==> config.mk <==
export PLATFORM = sky130hd
export DESIGN_NAME = cra_seq_flat
export DESIGN_NICKNAME = d
export VERILOG_FILES = /design/src/rtl/cra_pkg.sv /design/src/rtl/cra_if.sv /design/src/rtl/cra_stack.sv /design/src/rtl/cra_seq.sv /design/src/flat_wrapper.sv
export SDC_FILE = /design/constraint.sdc
export NUM_CORES = 1
export LEC_CHECK = 0
export BUFFER_PORTS_ARGS = -buffer_cell sky130_fd_sc_hd__buf_2
export CAP_MARGIN = 20
export CORE_MARGIN = 5
export CORE_UTILIZATION = 50
export CTS_BUF_LIST = sky130_fd_sc_hd__clkbuf_16
export CTS_CLUSTER_DIAMETER = 50
export DETAILED_ROUTE_END_ITERATION = 8
export PLACE_DENSITY = 0.65
export REMOVE_ABC_BUFFERS = 1
export SETUP_SLACK_MARGIN = 0.5
export SYNTH_ARGS = -nofsm -noshare
export SYNTH_HDL_FRONTEND = slang
export SYNTH_SLANG_ARGS = --single-unit
==> constraint.sdc <==
create_clock -name clk -period 3.9 [get_ports clk]
set_input_delay 0.585 -clock clk [delete_from_list [all_inputs] [get_ports clk]]
set_output_delay 0.585 -clock clk [all_outputs]
set_load 0.01 [all_outputs]
==> src/rtl/cra_pkg.sv <==
// Shared definitions for the CRAM address sequencer: dispatch codes,
// default address width and the CRAM address type.
package cra_pkg;

  localparam int ADR_W_DEF   = 11;
  localparam int CRADR_OUT_W = 12;

  localparam logic [5:0] DISP_NONE   = 6'o00;
  localparam logic [5:0] DISP_DISP   = 6'o01;
  localparam logic [5:0] DISP_DISP2  = 6'o02;
  localparam logic [5:0] DISP_RETURN = 6'o41;

  typedef logic [ADR_W_DEF-1:0] cradr_t;

endpackage

==> src/rtl/cra_if.sv <==
// Bundle of microword fields, EBOX inputs, console controls and the CRAM
// address returned by the sequencer. master = EBOX/console side,
// slave = sequencer.
interface cra_if
  import cra_pkg::*;
#(
  parameter int ADR_W  = ADR_W_DEF,
  parameter int DISP_W = 4
);

  logic [11:0]       CRAM_J;
  logic              CRAM_CALL;
  logic [5:0]        CRAM_DISP;
  logic [6:0]        CRAM_SKIP;
  logic              skip_true;
  logic [DISP_W-1:0] disp_data;
  logic              hold;
  logic              con_load;
  logic [ADR_W-1:0]  con_adr;
  logic [11:0]       CRADR;
  logic              stack_err;

  modport master (
    output CRAM_J, CRAM_CALL, CRAM_DISP, CRAM_SKIP, skip_true, disp_data,
           hold, con_load, con_adr,
    input  CRADR, stack_err
  );

  modport slave (
    input  CRAM_J, CRAM_CALL, CRAM_DISP, CRAM_SKIP, skip_true, disp_data,
           hold, con_load, con_adr,
    output CRADR, stack_err
  );

endinterface

==> src/rtl/cra_stack.sv <==
// Subroutine return stack: register-file ring LIFO with push, pop and
// combined pop+push (replace top). Pop data is read combinationally from
// the entry below the pointer so it can feed the next address this cycle.
// Optional occupancy checking is enabled by defining CRA_STACK_CHECK_EN.
module cra_stack
  import cra_pkg::*;
#(
  parameter int ADR_W       = ADR_W_DEF,
  parameter int STACK_DEPTH = 16
) (
  input  logic             clk,
  input  logic             reset,
  input  logic             push,
  input  logic             pop,
  input  logic [ADR_W-1:0] push_data,
  output logic [ADR_W-1:0] pop_data,
  output logic             stack_err
);

  localparam int PTR_W = $clog2(STACK_DEPTH);

  logic [ADR_W-1:0] mem_reg [STACK_DEPTH];
  logic [PTR_W-1:0] sp_reg;
  logic [PTR_W-1:0] sp_next;
  logic [PTR_W-1:0] top_idx;
  logic [PTR_W-1:0] wr_idx;

  // Top-of-stack index wraps below zero, so an empty pop reads the last slot.
  assign top_idx  = sp_reg - 1'b1;
  assign pop_data = mem_reg[top_idx];
  // Pop+push rewrites the slot just freed by the pop.
  assign wr_idx   = pop ? top_idx : sp_reg;

  // Pointer moves only for a lone push or a lone pop.
  always_comb begin
    sp_next = sp_reg;
    if (push && !pop)
      sp_next = sp_reg + 1'b1;
    else if (pop && !push)
      sp_next = sp_reg - 1'b1;
  end

  // Stack pointer register.
  always_ff @(posedge clk) begin
    if (reset)
      sp_reg <= '0;
    else
      sp_reg <= sp_next;
  end

  // One register per entry, cleared on reset, written when selected by a push.
  generate
    for (genvar gi = 0; gi < STACK_DEPTH; gi++) begin : g_entry
      always_ff @(posedge clk) begin
        if (reset)
          mem_reg[gi] <= '0;
        else if (push && (wr_idx == PTR_W'(gi)))
          mem_reg[gi] <= push_data;
      end
    end
  endgenerate

`ifdef CRA_STACK_CHECK_EN
  logic [PTR_W:0] occ_reg;
  logic           err_reg;

  // Occupancy tracking; overflow/underflow latch the sticky error.
  always_ff @(posedge clk) begin
    if (reset) begin
      occ_reg <= '0;
      err_reg <= 1'b0;
    end else if (push && !pop) begin
      if (occ_reg == (PTR_W+1)'(STACK_DEPTH))
        err_reg <= 1'b1;
      else
        occ_reg <= occ_reg + 1'b1;
    end else if (pop && !push) begin
      if (occ_reg == '0)
        err_reg <= 1'b1;
      else
        occ_reg <= occ_reg - 1'b1;
    end
  end

  assign stack_err = err_reg;
`else
  assign stack_err = 1'b0;
`endif

endmodule

==> src/rtl/cra_seq.sv <==
// Microcode address sequencer feeding the CRAM address. Computes the next
// address from J, dispatch, skip and call fields of the current word, with
// console forced load and hold. Optional stack checking: CRA_STACK_CHECK_EN.
module cra_seq
  import cra_pkg::*;
#(
  parameter int ADR_W       = ADR_W_DEF,
  parameter int STACK_DEPTH = 16,
  parameter int DISP_W      = 4
) (
  input logic  clk,
  input logic  reset,
  cra_if.slave bus
);

  logic [ADR_W-1:0]  cradr_reg;
  logic [ADR_W-1:0]  cradr_next;
  logic [ADR_W-1:0]  j_adr;
  logic [ADR_W-1:0]  pop_data;
  logic [DISP_W-1:0] disp_val;
  logic              advance;
  logic              do_push;
  logic              do_pop;
  logic              unused_j_hi;

  assign j_adr       = bus.CRAM_J[ADR_W-1:0];
  assign unused_j_hi = ^bus.CRAM_J[11:ADR_W];
  assign disp_val    = bus.disp_data;

  // Stack only moves when the sequencer actually steps to the next word.
  assign advance = !bus.con_load && !bus.hold;
  assign do_push = advance && bus.CRAM_CALL;
  assign do_pop  = advance && (bus.CRAM_DISP == DISP_RETURN);

  // Next-address formation: OR-only merging, then skip sets bit 0.
  always_comb begin
    cradr_next = j_adr;
    case (bus.CRAM_DISP)
      DISP_DISP:   cradr_next = j_adr | ADR_W'(disp_val);
      DISP_DISP2:  cradr_next = j_adr | ADR_W'(disp_val[1:0]);
      DISP_RETURN: cradr_next = j_adr | pop_data;
      default:     cradr_next = j_adr;
    endcase
    if ((bus.CRAM_SKIP != 7'd0) && bus.skip_true)
      cradr_next[0] = 1'b1;
  end

  // CRAM address register: console load beats hold, hold freezes.
  always_ff @(posedge clk) begin
    if (reset)
      cradr_reg <= '0;
    else if (bus.con_load)
      cradr_reg <= bus.con_adr;
    else if (!bus.hold)
      cradr_reg <= cradr_next;
  end

  cra_stack #(
    .ADR_W       (ADR_W),
    .STACK_DEPTH (STACK_DEPTH)
  ) u_stack (
    .clk       (clk),
    .reset     (reset),
    .push      (do_push),
    .pop       (do_pop),
    .push_data (cradr_reg),
    .pop_data  (pop_data),
    .stack_err (bus.stack_err)
  );

  assign bus.CRADR = CRADR_OUT_W'(cradr_reg);

endmodule

==> src/flat_wrapper.sv <==
// flat-port wrapper written by rule: the top's interface ports become plain ports
module cra_seq_flat import cra_pkg::*;
#(
  parameter int ADR_W       = ADR_W_DEF,
  parameter int STACK_DEPTH = 16,
  parameter int DISP_W      = 4
)
  (clk, reset, bus_CRAM_J, bus_CRAM_CALL, bus_CRAM_DISP, bus_CRAM_SKIP, bus_skip_true, bus_disp_data, bus_hold, bus_con_load, bus_con_adr, bus_CRADR, bus_stack_err);
  cra_if #(.ADR_W(ADR_W), .DISP_W(DISP_W)) bus_i ();
  input logic clk;
  input logic reset;
  input wire logic [$bits(bus_i.CRAM_J)-1:0] bus_CRAM_J;
  input wire logic [$bits(bus_i.CRAM_CALL)-1:0] bus_CRAM_CALL;
  input wire logic [$bits(bus_i.CRAM_DISP)-1:0] bus_CRAM_DISP;
  input wire logic [$bits(bus_i.CRAM_SKIP)-1:0] bus_CRAM_SKIP;
  input wire logic [$bits(bus_i.skip_true)-1:0] bus_skip_true;
  input wire logic [$bits(bus_i.disp_data)-1:0] bus_disp_data;
  input wire logic [$bits(bus_i.hold)-1:0] bus_hold;
  input wire logic [$bits(bus_i.con_load)-1:0] bus_con_load;
  input wire logic [$bits(bus_i.con_adr)-1:0] bus_con_adr;
  output wire logic [$bits(bus_i.CRADR)-1:0] bus_CRADR;
  output wire logic [$bits(bus_i.stack_err)-1:0] bus_stack_err;
  assign bus_i.CRAM_J = bus_CRAM_J;
  assign bus_i.CRAM_CALL = bus_CRAM_CALL;
  assign bus_i.CRAM_DISP = bus_CRAM_DISP;
  assign bus_i.CRAM_SKIP = bus_CRAM_SKIP;
  assign bus_i.skip_true = bus_skip_true;
  assign bus_i.disp_data = bus_disp_data;
  assign bus_i.hold = bus_hold;
  assign bus_i.con_load = bus_con_load;
  assign bus_i.con_adr = bus_con_adr;
  assign bus_CRADR = bus_i.CRADR;
  assign bus_stack_err = bus_i.stack_err;
  cra_seq #(.ADR_W(ADR_W), .STACK_DEPTH(STACK_DEPTH), .DISP_W(DISP_W)) u_core (.clk(clk), .reset(reset), .bus(bus_i));
endmodule
==> results of run 1 <==
## cells in the mapped netlist (3+ instances only)
| library cell | instances |
|---|---|
| nor2_1 | 190 |
| edfxtp_1 | 176 |
| mux4_2 | 44 |
| nand3_1 | 30 |
| clkbuf_1 | 26 |
| mux2i_1 | 25 |
| a21oi_1 | 21 |
| nand3_2 | 18 |
| a21boi_1 | 17 |
| nand2_1 | 16 |
| dfxtp_1 | 15 |
| buf_2 | 13 |
| inv_1 | 8 |
| mux2_2 | 8 |
| buf_1 | 7 |
| buf_6 | 6 |
| o221ai_1 | 6 |
| a31oi_1 | 5 |
| nor3_1 | 5 |
| a211oi_1 | 4 |
| buf_4 | 4 |
| xor2_1 | 4 |
| a311oi_1 | 3 |
| ha_1 | 3 |
| nor4_1 | 3 |
| o21ai_0 | 3 |
| xnor2_1 | 3 |
## through the flow
step	TNS, ps	worst slack, ps	instance area [um^2]	power [W]	cells
2_1_floorplan	-524300	-2250	8870	0.00276	644
3_3_place_gp	0	585	9890	0.00300	982
3_5_place_dp	0	458	9890	0.00302	982
4_1_cts	0	757	10500	0.00490	1012
5_1_grt	0	542	10500	0.00503	1012
6_report	0	730	10500	0.00489	1012
## power groups by stage
stage	clock network [W]	logic, W	registers [W]
2_1_floorplan	0	0.000339	0.00242
3_3_place_gp	0	0.000589	0.00241
3_5_place_dp	0	0.000598	0.00242
4_1_cts	0.00191	0.000603	0.00238
5_1_grt	0.00200	0.000645	0.00239
6_report	0.00190	0.000606	0.00238
## final timing paths
check	start	end	slack, ps	cells past startpoint
worst min-delay path	bus_disp_data[2]	u_core.cradr_reg[2]$_SDFFE_PP0P_	460	3
worst max-delay path	u_core.u_stack.sp_reg[1]$_SDFFE_PP0P_	u_core.cradr_reg[3]$_SDFFE_PP0P_	730	9
worst min register to register	u_core.u_stack.sp_reg[0]$_SDFFE_PP0P_	u_core.u_stack.sp_reg[0]$_SDFFE_PP0P_	610	2
worst max register to register	u_core.u_stack.sp_reg[1]$_SDFFE_PP0P_	u_core.cradr_reg[3]$_SDFFE_PP0P_	730	9
## cell families (layout without fill, tap and decap cells)
kind of cell / Yosys count / after routing
adders and majority gates: 3 / 3
buffers and inverters: 66 / 149
xor gates and xnor gates: 7 / 7
AOI/OAI and AO/OA: 78 / 78
and+or+nand+nor: 276 / 276
DFF: 191 / 191
other: 1 / 2
muxes: 77 / 77
## layer usage
layer / vias to the layer above / share of wire [%] / global-route usage (%)
li1: 2760 / - / -
met1: 3168 / 39 / 31.4
met2: 315 / 49 / 39.7
met3: 45 / 8.9 / 6.49
met4: 0 / 3.0 / 8.16
met5: - / 0 / 0
## worst register-to-register path, stage by stage (launching register included)
cell       delay, ps
dfxtp_1          610
inv_1            100
ha_2             630
buf_4            310
buf_4            280
mux4_2           350
mux2i_1          260
mux2i_1          130
a221oi_1         270
a2111oi_0        100
## area by class of cell
| cell class | count | share of cell area (%) |
|---|---|---|
| flip-flops and latches | 191 | 53.1 |
| multi-input cells | 443 | 31.3 |
| repair buffers | 109 | 6.46 |
| clock buffers | 17 | 4.04 |
| well taps | 229 | 2.72 |
| clock inverters | 13 | 2.06 |
| inverters | 10 | 0.356 |
==> impl_metrics.ini, run 1 <==
[floorplan]
io_pins = 59
initial_utilization_pct = 50.9
fp.dieW_um = 145
fp.dieH_um = 145
dieArea_um2 = 21100
design.core.area_um2 = 18000
num_rows = 49

[placed_design]
hpwl_um = 17200
routabilityCongestion = 0.820
place.port_buffers = 55

[grt]
gr-usage-all-layers_pct = 24.2
grt_antenna_before_repair = 0
grt_pass1_vias = 6451
overflow = 0
grt_max_degree = 30
grt_pass1_wl_um = 38300

[synth]
synth_cell_types = 52
synth_compound_area_share_pct = 5.99
yosys.area_share.adder_pct = 0.410
synth.mux.area_fraction_pct = 14.5
synth_top_area_share_pct = 57.8
synth-seq-area-share_pct = 61.0
yosysWarnings = 0
yosys.area_share.simple_pct = 13.8
synth-xor-area-share_pct = 0.670
synth_top_family_by_area = multiplexers
syn_inst = 699
syn_area_per_cell_um2 = 13.1
synth_area_leaders = edfxtp_1 58%, mux4_2 11%, nor2_1 7.8%
async_reset_ff_share_pct = 0
synth_flop_cell = edfxtp_1
yosysTopAreaCell = edfxtp_1
synthesis.area_um2 = 9150
synth_edf_count = 176
synth_seq_cells = 191

[timing]
rsz0062_at_grt = no
slew_headroom_pct = 48.9
fmax_mhz = 315
finalSetupViolCount = 0
final_hold_viol_count = 0
worst_pin_slew_ps = 765
finClkSkew_ps = 7.06
fin_crit_sh_pct = 81.3
holdWs_ps = 463
drv_slew = 0
period_minus_slack_ps = 3170

[cells_and_area]
regArea_um2 = 5590
multi_input_comb_area_um2 = 3300
final_util_pct = 58.6
area_growth_pct = 15.1
final_common_cell = nor2_1
num-nets-final = 821
largest_register_ffs = 176
layout-drive-gt1-share_pct = 28.5
final.fill_count = 1433
layout_common_cells = 189 x nor2_1, 176 x edfxtp_1, 55 x buf_2, 54 x buf_4, 44 x mux4_2
num_antenna_cells = 0

[worst_setup_path]
cp-end-kind = register
crit_slowest_cell = ha_2
worst-path-buf-inv = 3
start_kind = register
cp_slowest_stage_delay_ps = 630
crit_type = register to register
required_ps = 4190
crit_arrival_ps = 3460
cp_top_family = multiplexers
crit_chain = inv_1 > ha_2 > buf_4 > buf_4 > mux4_2 > mux2i_1 > mux2i_1 > a221oi_1 > a2111oi_0
path_max_fanout = 18

[drt]
wl_um = 25200
viasPerCell = 6.21
vias = 6288
detail-route-antenna-nets = 0
wire_per_inst_um = 24.9
firstDrtPassIters = 7
drc = 0
drtIter0Drc = 698

[power]
p_per_area_nw_per_um2 = 464
switching_power_w = 0.00117
p_seq_share_pct = 48.7
power_leakage_nw = 3.70
clockPowerShare_pct = 38.9
irDropWorstVdd_v = 0.000314
power_frac_comb_pct = 12.4
internal-power_w = 0.00371
switching_share_pct = 24.0

[cts]
cts_buffer_depth = 2
htreeDepth = 4
hold_buffers = 0
postCtsSetupBuffers = 0
cts_tree = done
worstSkewPairLatency_ps = 430
cts.sinks = 191
clkTransAtPathRegs_ps = 70
cts-root-buf = clkbuf_16
ctsResizeCount = 0
cts_buffers = 17

[worst_hold_path]
hold_path_class = input port to register

[outcome]
status = finished clean

[run]
max_cap_viol_count = 0
No activity file was read; power rests on OpenSTA's default activity.
==> run 2: changes to the inputs <==
--- a/config.mk
+++ b/config.mk
@@ -12,7 +12,7 @@
 export CTS_BUF_LIST = sky130_fd_sc_hd__clkbuf_16
 export CTS_CLUSTER_DIAMETER = 50
 export DETAILED_ROUTE_END_ITERATION = 8
-export PLACE_DENSITY = 0.65
+export PLACE_DENSITY = 0.67
 export REMOVE_ABC_BUFFERS = 1
 export SETUP_SLACK_MARGIN = 0.5
 export SYNTH_ARGS = -nofsm -noshare
==> constraint.sdc (replaced) <==
create_clock -name clk -period 2.8 [get_ports clk]
set_input_delay 0.42 -clock clk [delete_from_list [all_inputs] [get_ports clk]]
set_output_delay 0.42 -clock clk [all_outputs]
set_load 0.01 [all_outputs]
==> impl_metrics.ini, run 2 (same netlist as run 1, synthesis figures left out) <==
[grt]
grt_max_degree = 31
grt_antenna_before_repair = 0
overflow = 0
grt_pass1_wl_um = 38200
grt_pass1_vias = 6506
gr-usage-all-layers_pct = 23.9

[timing]
slew_headroom_pct = 61.0
setup_ws_ps = 519
fin_crit_sh_pct = 81.5
finClkSkew_ps = 9.09
fmax_mhz = 438
final_hold_viol_count = 0
holdWs_ps = 295
worst_pin_slew_ps = 583
rsz0062_at_grt = yes
drv_slew = 0
finalSetupViolCount = 0
period_minus_slack_ps = 2280

[placed_design]
hpwl_um = 16900
routabilityCongestion = 0.881
dp_cells = 1003
place.port_buffers = 55
dpl-instance-area_um2 = 10100
dpl_worst_slack_ps = -118

[cts]
cts_buffers = 17
cts-root-buf = clkbuf_16
clkTransAtPathRegs_ps = 70
htreeDepth = 4
cts_tree = done
cts_buffer_depth = 2
worstSkewPairLatency_ps = 430
hold_buffers = 0
cts.sinks = 191

[cells_and_area]
largest_register_ffs = 176
regArea_um2 = 5590
num_antenna_cells = 0
layout-drive-gt1-share_pct = 32.3
multi_input_comb_area_um2 = 3400
stdcell_count = 1035
layout_common_cells = 189 x nor2_1, 176 x edfxtp_1, 59 x buf_4, 55 x buf_2, 44 x mux4_2
final_area_um2 = 10800
num-nets-final = 842
final_common_cell = nor2_1
final_util_pct = 60.3
area_growth_pct = 18.4
final.fill_count = 1440

[worst_setup_path]
required_ps = 2940
r2r_cells = 8
start_kind = input port
cp-end-kind = register
crit_arrival_ps = 2420
crit_type = input port to register
path_max_fanout = 9

[drt]
vias = 6415
wl_um = 24900
wire_per_inst_um = 24.1
viasPerCell = 6.20
drtIter0Drc = 760
detail-route-antenna-nets = 0
firstDrtPassIters = 6
drc = 0

[outcome]
status = finished clean

[floorplan]
num_rows = 49
fp.dieW_um = 145
io_pins = 59
fp.dieH_um = 145
initial_utilization_pct = 50.9
design.core.area_um2 = 18000
dieArea_um2 = 21100

[power]
irDropWorstVdd_v = 0.000471
power_leakage_nw = 3.84
p_per_area_nw_per_um2 = 615

[worst_hold_path]
hold_depth = 3
hold_path_class = input port to register

[run]
max_cap_viol_count = 0
## run 2: changes by cell type in the layout (fill, tap and decap cells not counted), sizes merged
| cell | before | now |
|---|---|---|
| buf | 109 | 130 |
| bufinv | 5 | 2 |
| clkinv | 4 | 5 |
| inv | 12 | 16 |
## run 2: layout make-up
class | instances | area share, %
sequential | 191 | 51.6
multi-input combinational | 443 | 31.3
timing repair buffer | 130 | 8.69
clock buffer | 17 | 3.93
tap | 229 | 2.64
clock inverter | 15 | 1.44
inverter | 10 | 0.346
## run 2: timing repair
item / 4_1_cts / 5_1_grt
cloned: 0 / 0
endpoints found under the setup margin: 265 / 173
buffers inserted: 0 / 0
resized for setup: 16 / 22
## run 2: critical path, cell delays in order
cell	delay (ps)
buf_2	130
or4b_4	610
nor2_2	220
a31oi_1	150
o21ai_0	260
buf_4	170
a21boi_1	240
buf_6	220
## run 2: final timing paths
path / start / to / slack, ps
max: bus_CRAM_DISP[1] / u_core.u_stack.mem_reg[12][6]$_SDFFCE_PN0P_ / 520
min: bus_CRAM_J[9] / u_core.cradr_reg[9]$_SDFFE_PP0P_ / 290
max reg2reg: u_core.u_stack.sp_reg[0]$_SDFFE_PP0P_ / u_core.u_stack.mem_reg[7][10]$_SDFFCE_PN0P_ / 570
min reg2reg: u_core.u_stack.sp_reg[1]$_SDFFE_PP0P_ / u_core.u_stack.sp_reg[1]$_SDFFE_PP0P_ / 650
## run 2: metrics by stage
| stage | total power (W) | setup TNS, ps |
|---|---|---|
| finish | 0.00666 | 0 |
| global route | 0.00688 | 0 |
| CTS | 0.00664 | 0 |
| detailed placement | 0.00425 | -1530 |
| global placement | 0.00422 | -482 |
| floorplan | 0.00385 | -925420 |
## run 2: where the power goes
part | internal, W | switching, W
clock | 0.00133 | 0.00109
combinational | 0.000400 | 0.000532
sequential | 0.00325 | 0.0000670
total | 0.00497 | 0.00169
## run 2: per-layer routing
| metal | share of wire [%] | up-vias | track usage (%) |
|---|---|---|---|
| met5 | 0 | - | 0 |
| met4 | 3.2 | 0 | 8.86 |
| met3 | 9.6 | 59 | 4.71 |
| met2 | 48 | 373 | 38.7 |
| met1 | 39 | 3183 | 32.4 |
| li1 | - | 2800 | - |
